## config.mk

```make
export PLATFORM = sky130hd
export DESIGN_NAME = leds7_uart_cmd_ctrl
export DESIGN_NICKNAME = d
export VERILOG_FILES = /design/src/rtl/leds7_cmd_pkg.sv /design/src/rtl/leds7_frame_timer.sv /design/src/rtl/leds7_uart_cmd_ctrl.sv
export SDC_FILE = /design/constraint.sdc
export NUM_CORES = 1
export LEC_CHECK = 0
export ABC_AREA = 1
export CORE_ASPECT_RATIO = 1.2
export CORE_MARGIN = 4
export CORE_UTILIZATION = 50
export DETAILED_ROUTE_END_ITERATION = 8
export GPL_ROUTABILITY_DRIVEN = 1
export GPL_TIMING_DRIVEN = 1
export HOLD_SLACK_MARGIN = 0.03
export PLACE_DENSITY = 0.73
export SYNTH_ARGS = -nofsm -noshare
export SYNTH_HDL_FRONTEND = slang
export SYNTH_SLANG_ARGS = --single-unit
export TNS_END_PERCENT = 1
```

## constraint.sdc

```tcl
create_clock -name i_clk -period 2.5 [get_ports i_clk]
set_input_delay 0.5 -clock i_clk [delete_from_list [all_inputs] [get_ports i_clk]]
set_output_delay 0.5 -clock i_clk [all_outputs]
set_load 0.02 [all_outputs]
```

## src/rtl/leds7_cmd_pkg.sv

```systemverilog
// Shared definitions for the UART command controller of the 7-segment display.
// Provides the frame sync byte, the command encoding, the parser FSM states
// and the checksum helper used when a frame is completed.
package leds7_cmd_pkg;

    localparam logic [7:0] SYNC_BYTE = 8'hA5;

    typedef enum logic [7:0] {
        CMD_SET_DIGIT = 8'h01,
        CMD_SET_BLANK = 8'h02,
        CMD_CLEAR     = 8'h03
    } cmd_t;

    typedef enum logic [1:0] {
        IDLE,
        GET_CMD,
        GET_ARG,
        GET_CHK
    } state_t;

    // Expected CHK byte of a frame: XOR of SYNC, CMD and ARG.
    function automatic logic [7:0] frame_chk(input logic [7:0] cmd, input logic [7:0] arg);
        return SYNC_BYTE ^ cmd ^ arg;
    endfunction

endpackage

```

## src/rtl/leds7_frame_timer.sv

```systemverilog
// Inter-byte timeout counter for the frame parser.
// Ports:
//   i_clk, i_reset : clock, synchronous active-high reset
//   i_clear        : reload the counter (byte accepted or parser idle)
//   i_enable       : count down this cycle (a frame is in progress)
//   o_expire       : strobe, CYCLES-1 enabled cycles elapsed since the last clear
// The counter holds the number of cycles left; reload value CYCLES-1 corresponds
// to "zero cycles elapsed", and the strobe fires while it reads zero.
module leds7_frame_timer #(
    parameter int CYCLES = 50000
) (
    input  logic i_clk,
    input  logic i_reset,
    input  logic i_clear,
    input  logic i_enable,
    output logic o_expire
);

    localparam int              TW     = (CYCLES > 1) ? $clog2(CYCLES) : 1;
    localparam logic [TW-1:0]   RELOAD = TW'(CYCLES - 1);

    logic [TW-1:0] r_count;

    always_ff @(posedge i_clk) begin
        if (i_reset) begin
            r_count <= RELOAD;
        end else if (i_clear) begin
            r_count <= RELOAD;
        end else if (i_enable && (r_count != '0)) begin
            r_count <= r_count - TW'(1);
        end
    end

    // A clear in the same cycle (byte arrival) suppresses the expiry.
    assign o_expire = i_enable && !i_clear && (r_count == '0);

endmodule

```

## src/rtl/leds7_uart_cmd_ctrl.sv

```systemverilog
// Command controller between the UART RX byte stream and the 7-segment driver.
// Parses SYNC/CMD/ARG/CHK frames and keeps the per-digit value and blank bank.
// Ports:
//   i_clk, i_reset   : clock, synchronous active-high reset
//   i_rx_tdata       : received byte, valid when i_rx_tvalid is high
//   i_rx_tvalid      : one-cycle byte strobe
//   o_digits_data    : 4-bit hex value per digit, digit i in [4i+3:4i]
//   o_digits_blank   : 1 = digit i off
//   o_upd_pulse      : one cycle after a frame executed successfully
//   o_err_pulse      : one cycle after a rejected frame or a timeout
//   o_err_cnt        : saturating error count
module leds7_uart_cmd_ctrl
    import leds7_cmd_pkg::*;
#(
    parameter int CLK_FREQ   = 50,
    parameter int DIGITS_NUM = 4,
    parameter int TIMEOUT_US = 1000
) (
    input  logic                    i_clk,
    input  logic                    i_reset,
    input  logic [7:0]              i_rx_tdata,
    input  logic                    i_rx_tvalid,
    output logic [4*DIGITS_NUM-1:0] o_digits_data,
    output logic [DIGITS_NUM-1:0]   o_digits_blank,
    output logic                    o_upd_pulse,
    output logic                    o_err_pulse,
    output logic [7:0]              o_err_cnt
);

    localparam logic [4:0] DIGITS_LIM = 5'(DIGITS_NUM);

    state_t                    r_state;
    logic [7:0]                r_cmd;
    logic [7:0]                r_arg;
    logic [4*DIGITS_NUM-1:0]   r_digits_data;
    logic [DIGITS_NUM-1:0]     r_digits_blank;
    logic                      r_upd_pulse;
    logic                      r_err_pulse;
    logic [7:0]                r_err_cnt;

    logic                      w_expire;
    logic [3:0]                w_idx;
    logic [3:0]                w_val;
    logic                      w_frame_ok;
    logic [7:0]                w_err_cnt_inc;
    logic [4*DIGITS_NUM-1:0]   w_data_next;
    logic [DIGITS_NUM-1:0]     w_blank_next;

    leds7_frame_timer #(
        .CYCLES (CLK_FREQ * TIMEOUT_US)
    ) u_timer (
        .i_clk    (i_clk),
        .i_reset  (i_reset),
        .i_clear  (i_rx_tvalid || (r_state == IDLE)),
        .i_enable (r_state != IDLE),
        .o_expire (w_expire)
    );

    assign w_idx = r_arg[7:4];
    assign w_val = r_arg[3:0];

    // Frame validity is evaluated against the CHK byte currently on the bus.
    assign w_frame_ok = (i_rx_tdata == frame_chk(r_cmd, r_arg))
                     && ((r_cmd == CMD_SET_DIGIT) || (r_cmd == CMD_SET_BLANK) || (r_cmd == CMD_CLEAR))
                     && ((r_cmd != CMD_SET_DIGIT) || ({1'b0, w_idx} < DIGITS_LIM));

    assign w_err_cnt_inc = (r_err_cnt == 8'hFF) ? r_err_cnt : r_err_cnt + 8'd1;

    // Candidate register bank contents if the latched command executes.
    generate
        for (genvar gi = 0; gi < DIGITS_NUM; gi++) begin : g_digit
            assign w_data_next[4*gi +: 4] =
                (r_cmd == CMD_CLEAR)                          ? 4'h0 :
                ((r_cmd == CMD_SET_DIGIT) && (w_idx == 4'(gi))) ? w_val :
                                                                r_digits_data[4*gi +: 4];
        end
    endgenerate

    assign w_blank_next = (r_cmd == CMD_CLEAR)     ? '0 :
                          (r_cmd == CMD_SET_BLANK) ? r_arg[DIGITS_NUM-1:0] :
                                                     r_digits_blank;

    always_ff @(posedge i_clk) begin
        if (i_reset) begin
            r_state        <= IDLE;
            r_cmd          <= 8'h00;
            r_arg          <= 8'h00;
            r_digits_data  <= '0;
            r_digits_blank <= '1;
            r_upd_pulse    <= 1'b0;
            r_err_pulse    <= 1'b0;
            r_err_cnt      <= 8'h00;
        end else begin
            r_upd_pulse <= 1'b0;
            r_err_pulse <= 1'b0;
            // A byte always takes precedence over a simultaneous timeout.
            if (i_rx_tvalid) begin
                case (r_state)
                    IDLE: begin
                        if (i_rx_tdata == SYNC_BYTE) r_state <= GET_CMD;
                    end
                    GET_CMD: begin
                        r_cmd   <= i_rx_tdata;
                        r_state <= GET_ARG;
                    end
                    GET_ARG: begin
                        r_arg   <= i_rx_tdata;
                        r_state <= GET_CHK;
                    end
                    GET_CHK: begin
                        r_state <= IDLE;
                        if (w_frame_ok) begin
                            r_digits_data  <= w_data_next;
                            r_digits_blank <= w_blank_next;
                            r_upd_pulse    <= 1'b1;
                        end else begin
                            r_err_pulse <= 1'b1;
                            r_err_cnt   <= w_err_cnt_inc;
                        end
                    end
                    default: r_state <= IDLE;
                endcase
            end else if (w_expire) begin
                r_state     <= IDLE;
                r_err_pulse <= 1'b1;
                r_err_cnt   <= w_err_cnt_inc;
            end
        end
    end

    assign o_digits_data  = r_digits_data;
    assign o_digits_blank = r_digits_blank;
    assign o_upd_pulse    = r_upd_pulse;
    assign o_err_pulse    = r_err_pulse;
    assign o_err_cnt      = r_err_cnt;

endmodule

```

# == Word-level counts from Yosys, hierarchy flattened ==
# Cells that the tools add are included.
# classes
n_lt_le_gt_ge,1
eq_ne,16
n_reduce_logical,36
n_bitwise,4
add_sub_neg,2
muxes,24
# ops
operator,count
$mux 4,10
$mux 8,5
$reduce_and 4->1,5
$eq 8x2->1 const B,2
$eq 8x8->1 const B,2
$logic_not 16->1,1
$reduce_bool 16->1,1
$sub 16x1->16 const B,1
$reduce_bool 2->1,7
$logic_and 1x1->1,9
$add 8x1->8 const B,1
$eq 4x2->1 const B,2
$eq 8x1->1 const B,1
$eq 8x8->1,1
$ne 8x1->1 const B,1
$pmux 2 s4,1
$xor 8x8->8,1
$mux 2,3
$reduce_and 2->1,3
$mux 1,5
$eq 2x2->1 const B,2
$eq 4x1->1 const B,1
$logic_not 4->1,1
$logic_or 1x1->1,4
12 further kinds,13
# totals
out_inout_bits,30
word_cells,95
reg_bits,64
inputBits,11

# == Longest topological paths before layout ==
# depth
depth_word,8
mapped_depth,14

# == Hierarchy ==
# From an unflattened synthesis, not the netlist that was laid out.
# hier_totals
cells_unflattened,531
hier_area_um2,3578.4
# by_module_without_submodules
module,n_inst,cells_each,area_per_inst_um2,seq_area_each_um2
leds7_uart_cmd_ctrl,1,379,2581.2,960.9
leds7_frame_timer,1,152,997.2,320.3

# == Worst setup path before layout ==
# OpenSTA, ideal clock, no wires.
# synth_timing
path_kind,reg-to-reg
from,"reg r_err_cnt[0], in the netlist o_err_cnt[0]"
to,"reg r_err_cnt[6], in the netlist o_err_cnt[6]"
t_required_ns,2.385
stages_incl_launch_ff,11
setup_slack_ns,0.821
n_path_buf,0
period_less_slack_ns,1.679
arrival_ns,1.564
cell_sequence,dfxtp_1 -> ha_1 -> nand2_1 -> inv_1 -> nand2_1 -> o22ai_1 -> inv_1 -> nand3_1 -> inv_1 -> a21oi_1 -> nor2_1
# synth_between
elab_chain_cells,5
elab_cells_between_ends,7
classes_between,add/sub: 1; eq/ne: 1; mux: 5
# synth_lines
item,line_no,source
from (decl),leds7_uart_cmd_ctrl.sv:39,logic [7:0] r_err_cnt;
from (signal assigned),leds7_uart_cmd_ctrl.sv:118,r_err_cnt <= w_err_cnt_inc;
from (signal assigned),leds7_uart_cmd_ctrl.sv:126,r_err_cnt <= w_err_cnt_inc;
$add 8x1->8 / $eq 8x8->1 (equally long branches),leds7_uart_cmd_ctrl.sv:67,assign w_err_cnt_inc = (r_err_cnt == 8'hFF) ? r_err_cnt : r_err_cnt + 8'd1;
$mux 8 *,leds7_uart_cmd_ctrl.sv:67,
$mux 8,leds7_uart_cmd_ctrl.sv:112,if (w_frame_ok) begin
$mux 8,leds7_uart_cmd_ctrl.sv:98,case (r_state)
$mux 8 *,leds7_uart_cmd_ctrl.sv:97,if (i_rx_tvalid) begin
# Mark *: on every way between the ends. The rest lies on a longest branch, timed or not. The select of a mux whose other input is x is not followed.
# A chain may end at the register's enable or synchronous reset.

# == Worst setup path after layout ==
# layout_timing
from,in i_rx_tdata[4]
to,"reg r_digits_blank[1], in the netlist o_digits_blank[1]"
# layout_between
elab_chain_cells,4
# layout_lines
item,line_no,source
from (decl),leds7_uart_cmd_ctrl.sv:21,"input logic [7:0] i_rx_tdata,"
$eq 8x8->1,leds7_uart_cmd_ctrl.sv:63,"assign w_frame_ok = (i_rx_tdata == frame_chk(r_cmd, r_arg))"
$logic_and 1x1->1,leds7_uart_cmd_ctrl.sv:64,&& ((r_cmd == CMD_SET_DIGIT) || (r_cmd == CMD_SET_BLANK) || (r_cmd == CMD_CLEAR))
$logic_and 1x1->1,leds7_uart_cmd_ctrl.sv:65,"&& ((r_cmd != CMD_SET_DIGIT) || ({1'b0, w_idx} < DIGITS_LIM));"
$reduce_and 4->1 (no source line),-,
to (signal assigned),leds7_uart_cmd_ctrl.sv:114,r_digits_blank <= w_blank_next;
to (decl),leds7_uart_cmd_ctrl.sv:36,logic [DIGITS_NUM-1:0] r_digits_blank;
# Every way passes these cells.

==> flow_summary.ini <==
[run_status]
status = completed

[sta]
slew_violations = 0
fin_setup_tns_ps = 0
worst_pin_slew_ps = 482
rsz0062_at_grt = false
fin_crit_sh_pct = 77.6
finalClockSkew_ps = 11.6
final.setup.worst_slack_ps = 559
max_freq_mhz = 515
finalSetupViolations = 0
min_period_ps = 1940
whs_ps = 461
hold_viol = 0
max-slew-margin-rel_pct = 67.8

[setup_path]
path_class = primary input to register
max_stage_delay_ps = 530
worstPathMaxFanout = 5
crit_arrival_ps = 2140
path_cells = clkdlybuf4s50_1 -> inv_1 -> nand2_1 -> nand3_1 -> nand2_1 -> nand2_1 -> nor2_2 -> nand3_4 -> nor2_2 -> nand2_1 -> nand2_1 -> nand3_1
crit_path_start_kind = primary input
slowest_stage = clkdlybuf4s50_1
crit_path_frequent_cell = nand2_1
crit_path_end_kind = register
crit_required_ps = 2700

[route]
firstDrtPassIters = 5
num_vias = 3140
totalWireLength_um = 7340
ant_nets = 0
drc = 0
vias_per_cell = 5.02
wl_per_cell_um = 11.7
drt-initial-drc-count = 171

[logic_synthesis]
synth_cells = 490
postSynthAreaPerCell_um2 = 6.76
synthDistinctLibCells = 31
synth.largest_area_cell = dfxtp_1
ys_ff_latch = 64
synthArstFlopShare_pct = 0
yosysSeqAreaShare_pct = 38.7
synthesis.nets = 507
synth_edf_count = 0
ys_top_cells_by_area = dfxtp_1 (39%), nand2_1 (14%), nor2_1 (7.1%)
yosysWarnings = 0
synth_top_area_share_pct = 38.7
syn-cell-area_mm2 = 0.00331
synth-main-ff-cell = dfxtp_1

[grt]
grt_antenna_before_repair = 0
grt_pass1_vias = 2997
grt_pass1_wl_um = 12800
gr-total-overflow = 0
grt_max_degree = 46
grt.total_usage_pct = 20.0

[place]
dpl_worst_slack_ps = 222
hpwl_um = 5330
numPortBuffers = 40
place.gp.congestion = 0.844

[cts]
cts_sinks = 64
clock-root-buffer = clkbuf_8
hold_buffers = 0
postCtsSetupRepairBufs = 0
cts_made_buffers = 9
cts_resized = 0
tritoncts = yes
clkTransAtPathRegs_ps = 70
htree_levels = 3
clock_latency_ps = 340
cts.path.max_buffers = 2

[power_and_ir_drop]
ir_worst_vdd_mv = 0.366
power_density_mw_per_mm2 = 576
power_leakage_nw = 1.80

[die]
core_mm2 = 0.00645
io_pins = 41
start_util_pct = 51.4
num_rows = 32
die_height_um = 97.2
dieArea_mm2 = 0.00800
die_w_um = 82.3

[final_layout]
antennaDiodeCount = 0
nets = 552
area_delta_synth_final_pct = 21.5
drive_gt1_share_pct = 10.4
final_common_cell = nand2_1
n_fill_cell = 594
final_cell_mix = nand2_1 (124), dfxtp_1 (64), nor2_1 (63)

[worst_hold_path]
hp-class = register to register

[job]
cap_violations = 0
[state kept, by name, summed over array words and instances, names as in the netlist]
name,flops
r_state,2
u_timer.r_count,16
o_digits_data,16
o_err_pulse,1
o_upd_pulse,1
r_arg,8
o_digits_blank,4
o_err_cnt,8
r_cmd,8
[path summary, 6_finish.rpt]
check / start / end / slack, ps / cells past startpoint
worst max-delay path: i_rx_tdata[4] / o_digits_blank[1]$_SDFFE_PP1P_ / 560 / 12
worst min-delay path: o_digits_blank[0]$_SDFFE_PP1P_ / o_digits_blank[0]$_SDFFE_PP1P_ / 460 / 2
worst max register to register: u_timer.r_count[0]$_SDFFE_PP1P_ / u_timer.r_count[9]$_SDFFE_PP1P_ / 590 / 10
worst min register to register: o_digits_blank[0]$_SDFFE_PP1P_ / o_digits_blank[0]$_SDFFE_PP1P_ / 460 / 2
[area by class of cell]
type                            instances  area, um2  share of cell area, %
Inverter                               68        255                   6.34
Timing Repair Buffer                   43        423                   10.5
Clock inverter                          6       92.6                   2.30
Sequential cell                        64       1280                   31.8
Clock buffer                           10        138                   3.42
Multi-Input combinational cell        349       1730                   43.0
Tap cell                               85        106                   2.64
[stage by stage]
| step | total power [mW] | std cells | util (%) | cell area [um2] |
|---|---|---|---|---|
| 6_report | 2.32 | 625 | 62.5 | 4030 |
| 5_1_grt | 2.43 | 625 | 62.5 | 4030 |
| 4_1_cts | 2.34 | 625 | 62.5 | 4030 |
| 3_5_place_dp | 1.33 | 609 | 58.9 | 3800 |
| 3_3_place_gp | 1.32 | 609 | 58.9 | 3800 |
| 2_1_floorplan | 1.26 | 490 | - | 3310 |
[synth_stat cells (4+ instances only)]
cell type / number
nand2_1: 124
nand3_1: 41
nand2_2: 5
nor2_2: 6
nor2_1: 63
nand3b_1: 5
ha_1: 6
a21oi_1: 36
nand3_2: 7
inv_1: 60
inv_2: 7
o21ai_0: 24
buf_2: 5
dfxtp_1: 64
nor3_1: 4
nor2_4: 5
nand4_1: 10
[power by group]
group | total (mW) | switching [mW] | internal (mW)
Sequential | 1.06 | 0.0196 | 1.04
Clock | 1.01 | 0.423 | 0.592
Combinational | 0.243 | 0.158 | 0.0844
Total | 2.32 | 0.601 | 1.72
[cells by family after synthesis]
family                     synth area share [%]
xor gates and xnor gates                  0.264
buffers and inverters                      9.14
DFF                                        38.7
adders and majority gates                  2.26
AOI/OAI and AO/OA                          10.5
and+or+nand+nor                            39.2
[routing by layer]
metal | up-vias | global-route usage [%] | part of all wire, %
li1 | 1657 | - | -
met1 | 1423 | 23.8 | 44
met2 | 49 | 34.0 | 51
met3 | 11 | 5.01 | 3.9
met4 | 0 | 6.91 | 1.5
met5 | - | 0 | 0
[worst max-delay path, delay by kind of cell]
family	cells	cell delay [ps]
buffers and inverters	2	610
AND/OR/NAND/NOR	10	1020
No activity file was read; power rests on OpenSTA's default activity.
